File: config.mk
export PLATFORM = sky130hd
export DESIGN_NAME = cacheline_adaptor
export DESIGN_NICKNAME = d
export VERILOG_FILES = /design/src/rtl/cacheline_adaptor_pkg.sv /design/src/rtl/cacheline_adaptor.sv
export SDC_FILE = /design/constraint.sdc
export NUM_CORES = 1
export LEC_CHECK = 0
export CAP_MARGIN = 25
export CELL_PAD_IN_SITES_DETAIL_PLACEMENT = 1
export CELL_PAD_IN_SITES_GLOBAL_PLACEMENT = 1
export CORE_AREA = 2 2 279 281
export CTS_CLUSTER_DIAMETER = 30
export DETAILED_ROUTE_END_ITERATION = 10
export DIE_AREA = 0 0 281 283
export PLACE_DENSITY_LB_ADDON = 0.1
export SLEW_MARGIN = 25
export SYNTH_ARGS = -nofsm -noshare
export SYNTH_HDL_FRONTEND = slang
export SYNTH_SLANG_ARGS = --single-unit
File: constraint.sdc
create_clock -name clk -period 43.6 [get_ports clk]
set_input_delay 6.54 -clock clk [delete_from_list [all_inputs] [get_ports clk]]
set_output_delay 6.54 -clock clk [all_outputs]
set_load 0.01 [all_outputs]
File: src/rtl/cacheline_adaptor_pkg.sv
// rtl/cacheline_adaptor_pkg.sv - shared widths and FSM state type for the cacheline adaptor
package cacheline_adaptor_pkg;

  localparam int LINE_W = 256;
  localparam int BEAT_W = 64;
  localparam int BEATS  = LINE_W / BEAT_W;

  typedef enum logic [1:0] {
    ST_IDLE  = 2'd0,
    ST_READ  = 2'd1,
    ST_WRITE = 2'd2,
    ST_DONE  = 2'd3
  } state_e;

endpackage

File: src/rtl/cacheline_adaptor.sv
// rtl/cacheline_adaptor.sv - bridges whole-line cache requests to 4-beat memory bursts
module cacheline_adaptor #(
  parameter int LINE_W = cacheline_adaptor_pkg::LINE_W,
  parameter int BEAT_W = cacheline_adaptor_pkg::BEAT_W
) (
  input  logic              clk,
  input  logic              rst,
  input  logic [31:0]       address_i,
  input  logic [LINE_W-1:0] line_i,
  output logic [LINE_W-1:0] line_o,
  input  logic              read_i,
  input  logic              write_i,
  output logic              resp_o,
  output logic [31:0]       address_o,
  input  logic [BEAT_W-1:0] burst_i,
  output logic [BEAT_W-1:0] burst_o,
  output logic              read_o,
  output logic              write_o,
  input  logic              resp_i
);

  import cacheline_adaptor_pkg::*;

  localparam logic [31:0] ADDR_MASK = 32'hFFFF_FFE0;
  localparam logic [1:0]  LAST_BEAT = 2'(BEATS - 1);

  state_e            r_state;
  logic [1:0]        r_cnt;
  logic [31:0]       r_addr;
  logic [LINE_W-1:0] r_wline;
  logic [LINE_W-1:0] r_rline;
  logic              r_read;
  logic              r_write;
  logic              r_resp;
  logic [BEAT_W-1:0] w_wbeat;

  assign w_wbeat   = r_wline[BEAT_W*int'(r_cnt) +: BEAT_W];
  // Write data only appears on the bus while a write burst is in flight.
  assign burst_o   = r_write ? w_wbeat : '0;
  assign line_o    = r_rline;
  assign address_o = r_addr;
  assign read_o    = r_read;
  assign write_o   = r_write;
  assign resp_o    = r_resp;

  always_ff @(posedge clk or posedge rst) begin
    if (rst) begin
      r_state <= ST_IDLE;
      r_cnt   <= '0;
      r_addr  <= '0;
      r_wline <= '0;
      r_rline <= '0;
      r_read  <= 1'b0;
      r_write <= 1'b0;
      r_resp  <= 1'b0;
    end else begin
      case (r_state)
        ST_IDLE: begin
          r_cnt <= '0;
          if (read_i) begin
            r_state <= ST_READ;
            r_addr  <= address_i & ADDR_MASK;
            r_read  <= 1'b1;
          end else if (write_i) begin
            r_state <= ST_WRITE;
            r_addr  <= address_i & ADDR_MASK;
            r_wline <= line_i;
            r_write <= 1'b1;
          end
        end
        ST_READ: begin
          if (resp_i) begin
            r_rline[BEAT_W*int'(r_cnt) +: BEAT_W] <= burst_i;
            r_cnt <= r_cnt + 2'd1;
            if (r_cnt == LAST_BEAT) begin
              r_state <= ST_DONE;
              r_read  <= 1'b0;
              r_resp  <= 1'b1;
            end
          end
        end
        ST_WRITE: begin
          if (resp_i) begin
            r_cnt <= r_cnt + 2'd1;
            if (r_cnt == LAST_BEAT) begin
              r_state <= ST_DONE;
              r_write <= 1'b0;
              r_resp  <= 1'b1;
            end
          end
        end
        ST_DONE: begin
          r_state <= ST_IDLE;
          r_resp  <= 1'b0;
          r_addr  <= '0;
        end
        default: r_state <= ST_IDLE;
      endcase
    end
  end

endmodule

# Yosys cells after proc, flatten, opt, wreduce, memory -nomap -nowiden
# Index checks and enable logic that the tools add are counted.
op_classes:
  n_addsub: 2
  eq_ne: 14
  shift: 3
  mux: 22
  n_bitwise: 1
  reduce_logical: 15
op_table:
  columns: ["operator", "count"]
  rows:
  - ["256-bit bitwise mux", 1]
  - ["64-bit by 33-bit variable shift with 256-bit output (first input constant)", 1]
  - ["256-bit by 9-bit variable part select with 64-bit output", 1]
  - ["64-bit by 33-bit variable part select with 256-bit output", 1]
  - ["32-bit 2-to-1 mux", 2]
  - ["64-bit 2-to-1 mux", 1]
  - ["32-bit case mux with 2 select lines", 1]
  - ["8-bit negator with 33-bit output", 1]
  - ["2-bit != test (second input constant)", 7]
  - ["2-bit 2-to-1 mux", 5]
  - ["2-bit nonzero test", 5]
  - ["3-bit AND reduction", 3]
  - ["1-bit 2-to-1 mux", 7]
  - ["2-bit == test (second input constant)", 3]
  - ["1-bit case mux with 2 select lines", 3]
  - ["2-bit case mux with 3 select lines", 1]
  - ["2-bit AND reduction", 3]
  - ["5-bit AND reduction", 1]
  - ["2-bit by 1-bit != test with 1-bit output (second input constant)", 2]
  - ["2-bit case mux with 2 select lines", 1]
  - ["4-bit AND reduction", 1]
  - ["3-bit != test (second input constant)", 1]
  - ["2-bit by 1-bit adder with 2-bit output (second input constant)", 1]
  - ["2-bit by 1-bit == test with 1-bit output (second input constant)", 1]
  - ["other kinds (3)", 3]
totals:
  ff_bits: 551
  in_bits: 357
  output_inout_bits: 355
  elab_cells: 65

# Depth between registers and ports, before layout
depth:
  ltp_word: 4
  depth_mapped: 10
  mapped_depth_nobuf: 5

# Least setup slack after synthesis
# No wires, ideal clock.
synth_timing:
  path_type: "register -> output"
  startpoint: "reg r_cnt[0]"
  endpoint: "out burst_o[55]"
  arrival_time_ns: 1.609
  required_ns: 37.060
  setup_slack_ns: 35.451
  stages_incl_launch_ff: 6
  path_buffers: 3
  cell_sequence: "dfrtp_1 buf_2 buf_4 buf_4 mux4_2 and2_1"
synth_between:
  elab_chain_cells: 2
synth_rtl:
  columns: ["element", "line_no", "rtl"]
  rows:
  - ["start: declaration", "cacheline_adaptor.sv:28", "logic [1:0] r_cnt;"]
  - ["start signal: assignment", "cacheline_adaptor.sv:74", "r_cnt <= r_cnt + 2'd1;"]
  - ["start signal: assignment", "cacheline_adaptor.sv:84", "r_cnt <= r_cnt + 2'd1;"]
  - ["256-bit by 9-bit variable part select with 64-bit output", "cacheline_adaptor.sv:37", "assign w_wbeat = r_wline[BEAT_W*int'(r_cnt) +: BEAT_W];"]
  - ["64-bit 2-to-1 mux", "cacheline_adaptor.sv:39", "assign burst_o = r_write ? w_wbeat : '0;"]
  - ["end: declaration", "cacheline_adaptor.sv:16", "output logic [BEAT_W-1:0] burst_o,"]
# Every way passes these cells.

# Worst setup path in the final report
layout_timing:
  startpoint: "reg r_cnt[1]"
  endpoint: "out burst_o[17]"
# The elaborated chain is that of the path after synthesis.

==> results_tabular.tex <==
\begin{tabular}{lr}
\hline
Metric & Value \\
\hline
\multicolumn{2}{l}{\textbf{Run status}} \\
\quad Result of the run & complete, no violations \\
\multicolumn{2}{l}{\textbf{STA}} \\
\quad Final Hold Vio Count & 0 \\
\quad Smallest setup slack after layout & about 34 ns \\
\quad Setup clock skew after layout & 0.0495 ns \\
\quad F\_max & 101 MHz \\
\quad Summed negative setup slack over all endpoints & 0 ns \\
\quad RSZ-0062 raised after global routing & false \\
\quad Worst slew margin relative to its limit & 39.0\% \\
\quad Minimum clock period & 9.89 ns \\
\quad Tightest Pin Transition & 0.915 ns \\
\quad Fin crit share & 22.7\% \\
\quad Worst slack on hold paths & 0.477 ns \\
\quad Pins over their slew limit & 0 \\
\quad Final setup viols & 0 \\
\multicolumn{2}{l}{\textbf{Drt}} \\
\quad Length of routed met3 wiring & 7170 um \\
\quad Remaining number of nets flagged by the antenna check after routing & 0 \\
\quad Routed len/inst & 22.4 um \\
\quad Max layer used & met5 \\
\quad Met1 wire length & 30600 um \\
\quad Detailed route wirelength on metal2 & approximately 42000 um \\
\quad Overall via count from detail\_route & 17307 \\
\quad DR iter-0 viols & 605 \\
\quad First-pass iteration count of the detailed router & 5 \\
\quad Ratio of routed vias to standard cells & 4.67 \\
\quad Total length of routed wires & slightly above 80000 um \\
\quad DRC violation count after routing & 0 \\
\multicolumn{2}{l}{\textbf{Floorplan}} \\
\quad Effective utilization at floorplan & just under 30\% \\
\quad Total Die Area & 0.0795 sq mm \\
\quad Height of the die & 283 um \\
\quad Std-Cell Rows & 102 \\
\quad I/O pins & just over 700 \\
\quad Die width & 281 um \\
\quad CORE AREA & 0.0767 sq mm \\
\multicolumn{2}{l}{\textbf{Worst setup path}} \\
\quad Top delay family on crit path & buffers and inverters \\
\quad Critical setup path kind & register to primary output \\
\quad Worst setup SP type & register \\
\quad Number of cells on the worst reg-to-reg path & 7 \\
\quad Worst path max stage delay & about 0.73 ns \\
\quad Crit Reg-Reg Endpoint & line\_o[45] \\
\quad Biggest fanout along the worst timing path & 43 \\
\quad Critical path cell sequence & buf\_4, mux4\_2, and2\_1, clkdlybuf4s50\_1 \\
\quad CP max stage cell & sky130\_fd\_sc\_hd\_\_dfrtp\_4 \\
\quad CP Buf/Inv Count & 2 \\
\quad Worst endpoint data arrival time & 3.35 ns \\
\quad Kind of end point of the critical path & primary output \\
\quad Internal reg-to-reg setup slack & approximately 40 ns \\
\quad Launch instance of the worst register-to-register path & r\_cnt[0] \\
\quad Data required time at the worst endpoint & 37.06 ns \\
\multicolumn{2}{l}{\textbf{Yosys}} \\
\quad Largest family of logic cells by synthesized area & multiplexers \\
\quad Fraction of post-synthesis cell area in the top cell type by area & roughly 60\% \\
\quad Sequential-to-total area share from yosys stat & 59.9\% \\
\quad Flip-flop and latch count after synthesis & $\sim$550 \\
\quad Yosys synthesis warning count & 0 \\
\quad Post-synthesis cell area & 0.0228 sq mm \\
\quad Average footprint of a synthesized cell & 12.8 sq um \\
\quad Post-synth EDFFs & 0 \\
\quad Gate count after technology mapping & roughly 1800 \\
\quad XOR/XNOR share of the synthesized area & 0\% \\
\quad Synthesized-area fraction occupied by ao, oa, aoi and oai cells & between 7 and 8\% \\
\quad Multiplexer area fraction after synthesis & 20.5\% \\
\quad Adder and majority cell fraction of the synthesized area & 0.604\% \\
\quad Synthesized-area fraction occupied by and/or/nand/nor cells & slightly below 9\% \\
\quad Leading post-synthesis cells by instance count & 546 x sky130\_fd\_sc\_hd\_\_dfrtp\_1, 362 x sky130\_fd\_sc\_hd\_\_nand2\_1, 273 x sky130\_fd\_sc\_hd\_\_mux2\_2, 163 x sky130\_fd\_sc\_hd\_\_o21ai\_1, 78 x sky130\_fd\_sc\_hd\_\_a22o\_1 \\
\quad Yosys cell types & 31 \\
\quad Most used flip-flop cell after synthesis & sky130\_fd\_sc\_hd\_\_dfrtp\_1 \\
\quad Main area contributors after synthesis & sky130\_fd\_sc\_hd\_\_dfrtp\_1 60\%, sky130\_fd\_sc\_hd\_\_mux2\_2 13\%, sky130\_fd\_sc\_hd\_\_mux4\_2 6.3\% \\
\quad Synth area leader & sky130\_fd\_sc\_hd\_\_dfrtp\_1 \\
\quad Most frequent cell after synthesis & sky130\_fd\_sc\_hd\_\_dfrtp\_1 \\
\quad Post-synthesis async set-or-reset flop share & 100\% \\
\multicolumn{2}{l}{\textbf{Place}} \\
\quad Post-placement setup slack & 33.17 ns \\
\quad Dpl hpwl & 56500 um \\
\quad Final Wtd Congestion & 0.789 \\
\quad Total placed cells including tap cells & around 3400 \\
\quad Buffers added on ports & 701 \\
\quad Dpl cell area & 0.0308 sq mm \\
\multicolumn{2}{l}{\textbf{CTS}} \\
\quad Root buffer selected by CTS & sky130\_fd\_sc\_hd\_\_clkbuf\_16 \\
\quad Largest buffer count on any clock path & 3 \\
\quad Clock transition at path regs & around 0.040 ns \\
\quad Clock Latency Late Sink & 0.72 ns \\
\quad Post-CTS Setup Bufs & 0 \\
\quad TritonCTS clock tree & done \\
\quad Total of hold buffers inserted after clock tree synthesis & 0 \\
\quad Sinks on Clock Net & approximately 550 \\
\quad Num CTS Buffers & about 150 \\
\quad H-tree Lvls & 4 \\
\quad Resize count post-CTS & 0 \\
\multicolumn{2}{l}{\textbf{Cells and area}} \\
\quad P\&R area growth vs syn & 58.9\% \\
\quad Layout cell share with drive strength beyond 1 & 23.5\% \\
\quad Utilization of the core after routing & 47.2\% \\
\quad Post-layout net count & 2901 \\
\quad Layout filler cell count & 7790 \\
\quad Final standard cell count with taps included and fillers excluded & 3708 \\
\quad Final design instance area without fill & 0.0362 sq mm \\
\multicolumn{2}{l}{\textbf{Worst hold path}} \\
\quad Number of cells traversed by the worst hold path & 2 \\
\quad Tightest Hold Check Type & register to register \\
\quad Worst Hold Path EP & line\_o[159] \\
\quad Hold path startpoint & line\_o[159] \\
\multicolumn{2}{l}{\textbf{Power and ir drop}} \\
\quad Logic gate share of total power & a little under a third \\
\quad Net switching share of the total power & 29.0\% \\
\quad Leakage power total & 15.1 nW \\
\quad Clk pwr share & 40.1\% \\
\quad Cell internal pwr & between 2 and 2.5 mW \\
\quad Total power & 2.83 mW \\
\quad Switching Power & 0.819 mW \\
\quad Power share of the sequential group & between 20\% and 30\% \\
\quad PwrDens & approximately 78 mW/mm\^{}2 \\
\quad Peak ir drop on the vdd network & 0.0495 mV \\
\multicolumn{2}{l}{\textbf{GRT}} \\
\quad Tot GR Track Use & 20.8\% \\
\quad Global-route wire length before repair & $\sim$120000 um \\
\quad Largest net degree at the start of global routing & 169 \\
\quad Number of antenna violations at the first check in global routing & 34 \\
\quad Via count of the first global-routing pass & 19149 \\
\quad Grt total ovfl & 0 \\
\multicolumn{2}{l}{\textbf{Flow run}} \\
\quad Max\_cap viols & 0 \\
\hline
\end{tabular}
-- worst reg2reg max path, delay by kind of cell (launching register included) --
kind / cells / cell delay [ns]
simple gates: 2 / 0.46
compound gates: 1 / 0.32
flops: 1 / 0.61
fa+ha+maj: 1 / 0.44
buf+inv: 3 / 1.39
-- per-layer routing --
metal  vias to the layer above  track usage (%)
li1                       7762                -
met1                      8741             22.5
met2                       562             35.2
met3                       202             8.82
met4                        40             8.92
met5                         -                0
-- worst max path at each step --
stage | start | end | slack (ns) | cells after the start
after global placement | rst | r_wline[100] | 33.19 | 5
after global routing | r_cnt[0] | burst_o[24] | 33.58 | 4
after CTS | r_cnt[0] | burst_o[44] | 33.02 | 4
after detailed placement | rst | r_wline[100] | 33.17 | 5
after floorplan | rst | address_o[10] | 21.80 | 1
final | r_cnt[1] | burst_o[17] | 33.71 | 4
-- sequential cells by signal, summed over array words and instances, names as in the netlist --
signal,flops
r_cnt,2
resp_o,1
r_wline,256
address_o,27
r_state,2
read_o,1
write_o,1
line_o,256
-- kinds of logic after synthesis --
group | after synthesis
DFF | 546
and+or+nand+nor | 466
muxes | 352
AOI/OAI and AO/OA | 267
buffers and inverters | 144
adders and majority gates | 11
other | 1
-- cells in the final DEF, fill, tap and decap left out, types with 3 or more instances in the layout --
master and n:
sky130_fd_sc_hd__clkbuf_1 25, sky130_fd_sc_hd__diode_2 13, sky130_fd_sc_hd__and2_1 64, sky130_fd_sc_hd__bufinv_16 19, sky130_fd_sc_hd__dfrtp_4 3, sky130_fd_sc_hd__clkinvlp_4 8, sky130_fd_sc_hd__nand3_4 3, sky130_fd_sc_hd__clkinv_16 6
sky130_fd_sc_hd__a22o_1 78, sky130_fd_sc_hd__clkbuf_16 152, sky130_fd_sc_hd__o21ai_0 18, sky130_fd_sc_hd__nor2b_1 27, sky130_fd_sc_hd__mux2i_1 5, sky130_fd_sc_hd__o21ai_1 163, sky130_fd_sc_hd__mux4_2 64, sky130_fd_sc_hd__nand2_1 362
sky130_fd_sc_hd__clkbuf_8 24, sky130_fd_sc_hd__buf_6 8, sky130_fd_sc_hd__mux2_2 273, sky130_fd_sc_hd__conb_1 5, sky130_fd_sc_hd__dfrtp_1 543, sky130_fd_sc_hd__nor4b_2 3, sky130_fd_sc_hd__inv_1 8, sky130_fd_sc_hd__buf_4 12
sky130_fd_sc_hd__ha_1 11, sky130_fd_sc_hd__mux2_1 10, sky130_fd_sc_hd__clkinv_8 3, sky130_fd_sc_hd__clkinv_2 34, sky130_fd_sc_hd__clkdlybuf4s50_1 701
-- layout make-up --
type,instances,area [sq um],share of cell area (%)
diodes,13,32.5,0.0898
clock buffers,201,4230,11.7
clock inverters,74,1090,3.00
inverters,9,41.3,0.114
multi-input cells,1101,8600,23.7
flip-flops and latches,546,13700,37.7
well taps,1040,1300,3.59
repair buffers,724,7270,20.1
-- power by group through the flow --
stage / Combinational (mW) / Clock, mW / Sequential [mW]
finish: 0.884 / 1.13 / 0.809
global route: 0.951 / 1.19 / 0.834
CTS: 0.892 / 1.16 / 0.819
detailed placement: 0.883 / 0 / 0.823
global placement: 0.866 / 0 / 0.811
floorplan: 0.451 / 0 / 0.810
No activity file was read; power rests on OpenSTA's default activity.
